<file path="src/rtl/round_robin_arbiter_pkg.sv">
// Shared definitions for the round-robin arbiter: FSM encodings and width helpers.
// Imported by the arbiter top and its priority picker.
package round_robin_arbiter_pkg;

    typedef enum logic [1:0] {
        ARB_IDLE       = 2'd0,
        ARB_GRANTED    = 2'd1,
        ARB_TURNAROUND = 2'd2
    } arb_state_t;

    // Binary index width for n requesters; never narrower than one bit.
    function automatic int index_width(input int n);
        return (n < 2) ? 1 : $clog2(n);
    endfunction

    // Width needed to hold a counter that saturates at value max_val.
    function automatic int count_width(input int max_val);
        return (max_val < 2) ? 1 : $clog2(max_val + 1);
    endfunction

endpackage

</file>
<file path="src/rtl/round_robin_arbiter_rr_priority_pick.sv">
// Combinational rotating-priority picker: first set request after last_owner,
// wrapping modulo INPUTS, found by masking a doubled request vector.
module rr_priority_pick
    import round_robin_arbiter_pkg::*;
#(
    parameter int INPUTS      = 4,
    parameter int INDEX_WIDTH = index_width(INPUTS)
) (
    input  logic [INPUTS-1:0]      request,
    input  logic [INDEX_WIDTH-1:0] last_owner,
    output logic [INPUTS-1:0]      winner,
    output logic [INDEX_WIDTH-1:0] winner_index,
    output logic                   found
);

    localparam int DW = 2 * INPUTS;

    logic [DW-1:0] doubled;
    logic [DW-1:0] mask;
    logic [DW-1:0] masked;

    // Positions last_owner+1 .. last_owner+INPUTS of the doubled vector visit
    // every requester exactly once, in rotation order.
    assign doubled = {request, request};
    assign mask    = {DW{1'b1}} << (int'(last_owner) + 1);
    assign masked  = doubled & mask;

    always_comb begin
        winner       = '0;
        winner_index = '0;
        found        = 1'b0;
        for (int p = 0; p < DW; p++) begin
            if (masked[p] && !found) begin
                found        = 1'b1;
                winner_index = INDEX_WIDTH'(p % INPUTS);
                winner       = INPUTS'(1) << (p % INPUTS);
            end
        end
    end

endmodule

</file>
<file path="src/rtl/round_robin_arbiter.sv">
// Registered round-robin arbiter with bus turnaround gap and optional hold limit.
// grant drives the one-hot select of the shared output mux.
//
//   state          | meaning
//   ARB_IDLE       | no owner; arbitrate among current requests
//   ARB_GRANTED    | one owner holds the bus; count hold cycles
//   ARB_TURNAROUND | one-cycle bus release gap after an owner leaves
module round_robin_arbiter
    import round_robin_arbiter_pkg::*;
#(
    parameter int INPUTS      = 4,
    parameter int HOLD_LIMIT  = 0,
    parameter int INDEX_WIDTH = index_width(INPUTS)
) (
    input  logic                   clk,
    input  logic                   rst_n,
    input  logic [INPUTS-1:0]      request,
    input  logic [INPUTS-1:0]      lock,
    output logic [INPUTS-1:0]      grant,
    output logic                   grantValid,
    output logic [INDEX_WIDTH-1:0] grantIndex,
    output logic                   preempted
);

    localparam int HOLD_WIDTH = count_width(HOLD_LIMIT);
    localparam logic [HOLD_WIDTH-1:0] HOLD_MAX  = HOLD_WIDTH'(HOLD_LIMIT);
    localparam logic [HOLD_WIDTH-1:0] HOLD_TRIP =
        HOLD_WIDTH'((HOLD_LIMIT == 0) ? 0 : HOLD_LIMIT - 1);

    arb_state_t             state;
    logic [INDEX_WIDTH-1:0] last_owner;
    logic [HOLD_WIDTH-1:0]  hold_count;

    logic [INPUTS-1:0]      pick_winner;
    logic [INDEX_WIDTH-1:0] pick_index;
    logic                   pick_found;

    logic owner_request;
    logic owner_locked;
    logic others_waiting;
    logic hold_hit;

    rr_priority_pick #(
        .INPUTS      (INPUTS),
        .INDEX_WIDTH (INDEX_WIDTH)
    ) u_pick (
        .request      (request),
        .last_owner   (last_owner),
        .winner       (pick_winner),
        .winner_index (pick_index),
        .found        (pick_found)
    );

    assign owner_request  = |(request & grant);
    assign owner_locked   = |(lock & grant);
    assign others_waiting = |(request & ~grant);
    // Compare with >= so that an owner whose lock kept it past the limit
    // (counter saturated) is preempted as soon as the lock drops.
    assign hold_hit       = (HOLD_LIMIT != 0) && (hold_count >= HOLD_TRIP);

    always_ff @(posedge clk or negedge rst_n) begin
        if (!rst_n) begin
            state      <= ARB_IDLE;
            grant      <= '0;
            grantValid <= 1'b0;
            grantIndex <= INDEX_WIDTH'(INPUTS - 1);
            last_owner <= INDEX_WIDTH'(INPUTS - 1);
            hold_count <= '0;
            preempted  <= 1'b0;
        end else begin
            preempted <= 1'b0;
            case (state)
                ARB_IDLE: begin
                    hold_count <= '0;
                    if (pick_found) begin
                        grant      <= pick_winner;
                        grantValid <= 1'b1;
                        grantIndex <= pick_index;
                        state      <= ARB_GRANTED;
                    end
                end
                ARB_GRANTED: begin
                    if (hold_count != HOLD_MAX) begin
                        hold_count <= hold_count + 1'b1;
                    end
                    if (!owner_request) begin
                        grant      <= '0;
                        grantValid <= 1'b0;
                        last_owner <= grantIndex;
                        state      <= ARB_TURNAROUND;
                    end else if (hold_hit && !owner_locked && others_waiting) begin
                        grant      <= '0;
                        grantValid <= 1'b0;
                        preempted  <= 1'b1;
                        last_owner <= grantIndex;
                        state      <= ARB_TURNAROUND;
                    end
                end
                ARB_TURNAROUND: begin
                    hold_count <= '0;
                    state      <= ARB_IDLE;
                end
                default: begin
                    grant      <= '0;
                    grantValid <= 1'b0;
                    hold_count <= '0;
                    state      <= ARB_IDLE;
                end
            endcase
        end
    end

    grant_onehot: assert property (@(posedge clk) disable iff (!rst_n) $onehot0(grant));
    valid_match:  assert property (@(posedge clk) disable iff (!rst_n) grantValid == |grant);

endmodule

</file>
<file path="config.mk">
export PLATFORM = sky130hd
export DESIGN_NAME = round_robin_arbiter
export DESIGN_NICKNAME = d
export VERILOG_FILES = /design/src/rtl/round_robin_arbiter_pkg.sv /design/src/rtl/round_robin_arbiter_rr_priority_pick.sv /design/src/rtl/round_robin_arbiter.sv
export SDC_FILE = /design/constraint.sdc
export NUM_CORES = 1
export LEC_CHECK = 0
export ABC_AREA = 1
export CORE_MARGIN = 4
export CORE_UTILIZATION = 42
export CTS_BUF_LIST = sky130_fd_sc_hd__clkbuf_4
export DETAILED_ROUTE_END_ITERATION = 6
export PLACE_DENSITY = 0.71
export SYNTH_ARGS = -nofsm -noshare
export SYNTH_HDL_FRONTEND = slang
export SYNTH_SLANG_ARGS = --single-unit
</file>
<file path="constraint.sdc">
create_clock -name clk -period 2.68 [get_ports clk]
set_clock_uncertainty 0.15 [all_clocks]
set_input_delay 0.402 -clock clk [delete_from_list [all_inputs] [get_ports clk]]
set_output_delay 0.402 -clock clk [all_outputs]
set_load 0.1 [all_outputs]
</file>
==> impl_metrics.yaml <==
hold_path:
  hp-class: "in -> async"
worst_setup_path:
  r2r_start: "last_owner[0]"
  crit_path_end: "grant[2]"
  start_kind: "input port"
  crit_start: "request[3]"
  reg2regPathDepth: 8
  r2r_slack_ps: 1130
  end_kind: "register"
  required_ps: 2740
  crit_type: "in -> reg"
  worstReg2RegEnd: "grant[2]"
  critPathMaxFanout: 8
  cp_data_arrival_time_ps: 1770
floorplan:
  dieHeight_um: 47.9
  num_io_pins: 18
  die_area_mm2: 0.00229
  fp-row-count: 14
  core_area_mm2: 0.00151
  die_w_um: 47.9
  start_util: 0.444
cells_and_area:
  drive_gt1_frac: 0.268
  syn_to_final_growth_pct: 21.3
  fillers: 154
  nets: 108
  antenna_cells: 0
clocking:
  cts_buffers: 3
  cts_setup_buffers: 0
  cts_sinks: 11
  root_buffer: "clkbuf_4"
  cts_max_path_buffers: 2
  tritoncts: "built"
  h-tree-depth: 1
  cts-resized-gates: 0
  clk_latency_ps: 270
  cts_hold_buf: 0
  clkSlewWorstSetupHoldPaths_ps: 70
global_routing:
  met2_usage: 0.240
  grt_pass1_wl_um: 2400
  busiest_layer: "met2"
  grt_max_degree: 12
  grt_pass1_vias: 557
  track_usage: 0.152
  antenna_found_initial: 0
  grt.overflow.total: 0
  use_met3: 0.0338
  met1_usage: 0.197
timing:
  slew_violations: 0
  hold_viol: 0
  period_share: 0.637
  setup_viol: 0
  rsz0062_at_grt: "false"
  setup_tns_ps: 0
  max_freq_mhz: 586
  finalCriticalPeriod_ps: 1710
route:
  vias_per_cell: 4.99
  first_iter_violations: 11
  drc: 0
  routed_wl_um: 1340
  antenna_left: 0
  vias: 564
  drtPass1Iterations: 4
  routedWlPerCell_um: 11.8
synth:
  synth_cell_type_count: 24
  yosysWarnings: 0
  syn-num-nets: 92
  syn_inst: 82
  ys_seq_area_frac: 0.419
  synth_area_per_cell_um2: 8.15
  netlist_area_um2: 668
  synth_seq_cells: 11
place:
  dp.final_hpwl_um: 1060
  io_buffers: 12
  gp_congestion: 0.771
run_status:
  status: "finished clean"
flow_run:
  cap_viol_max_count: 0
layout make-up:
cell class	instances	area, um2	share of cell area
tap	16	20.0	0.0247
clock inverter	1	5.00	0.00617
clock buffer	3	22.5	0.0278
inverter	8	30.0	0.0370
timing repair buffer	12	103	0.127
sequential	11	280	0.346
multi-input combinational	62	350	0.432
layer usage:
metal / up-vias / wire length [um]
met5: - / 0
met4: 0 / 21
met3: 3 / 103
met2: 21 / 644
met1: 249 / 570
li1: 291 / -
worst min path at each step:
stage	to	slack, ps	cells after the start
final	grantValid	310	1
after global routing	grant[3]	340	1
after CTS	grant[3]	330	1
after detailed placement	last_owner[0]	320	2
after global placement	last_owner[0]	310	2
after floorplan	grantValid	-40	0
layout by cell type (no fill, tap or decap), types with 2 or more instances in the layout:
cell type        netlist  final
nand2_1               34     34
nand3_1                8      8
inv_1                  7      7
dfrtp_1                7      7
buf_4                  1      7
clkdlybuf4s50_1        0      5
dfstp_2                4      4
clkbuf_4               0      3
nor2_1                 2      2
nand2_2                2      2
o21ai_0                2      2
sequential cells by signal (all words and copies together), names as in the netlist:
| signal | flops |
|---|---|
| grant | 4 |
| state | 2 |
| grantValid | 1 |
| last_owner | 2 |
| grantIndex | 2 |
Yosys cell counts:
cell / number / area [um2]
nand3b_1: 1 / 7.51
buf_4: 1 / 7.51
o21ai_4: 1 / 16.3
nand3_1: 8 / 40.0
o21ai_0: 2 / 10.0
nor2_4: 1 / 11.3
nand3_4: 1 / 17.5
nor2_1: 2 / 7.51
o211ai_1: 1 / 7.51
o31ai_1: 1 / 7.51
a21oi_1: 1 / 5.00
conb_1: 1 / 3.75
o21ai_1: 1 / 5.00
nand2_2: 2 / 12.5
nor2_8: 1 / 20.0
inv_2: 1 / 3.75
nand4_4: 1 / 21.3
dfstp_2: 4 / 105
dfrtp_1: 7 / 175
nand2_1: 34 / 128
a21oi_2: 1 / 8.76
inv_1: 7 / 26.3
nand2_4: 1 / 11.3
nor3_2: 1 / 10.0
worst max-delay path, stage by stage:
cell and delay [ps]:
clkdlybuf4s50_1 540, nand2_1 200, nand3_4 110, nor2_4 150, nand4_4 100, nand2_4 120
nand3_1 80, nand2_1 60
kinds of logic (layout without fill, tap and decap cells):
group / after synthesis / count (layout) / synth area share
compound gates: 8 / 8 / 0.0899
buf+inv: 9 / 24 / 0.0562
flops: 11 / 11 / 0.419
other cells: 1 / 1 / 0.00561
simple gates: 53 / 53 / 0.429
metrics by stage:
stage	util	std cells	worst slack [ps]	instance area, um2	hold WS, ps
floorplan	-	82	896	668	-43.6
global placement	0.520	109	716	783	311
detailed placement	0.520	109	700	783	319
CTS	0.538	113	978	811	325
global route	0.538	113	862	811	341
finish	0.538	113	974	811	313
Power is left out: the tool's default activity adds up to more than one toggle a clock period on the data nets, which glitch-free logic cannot reach.
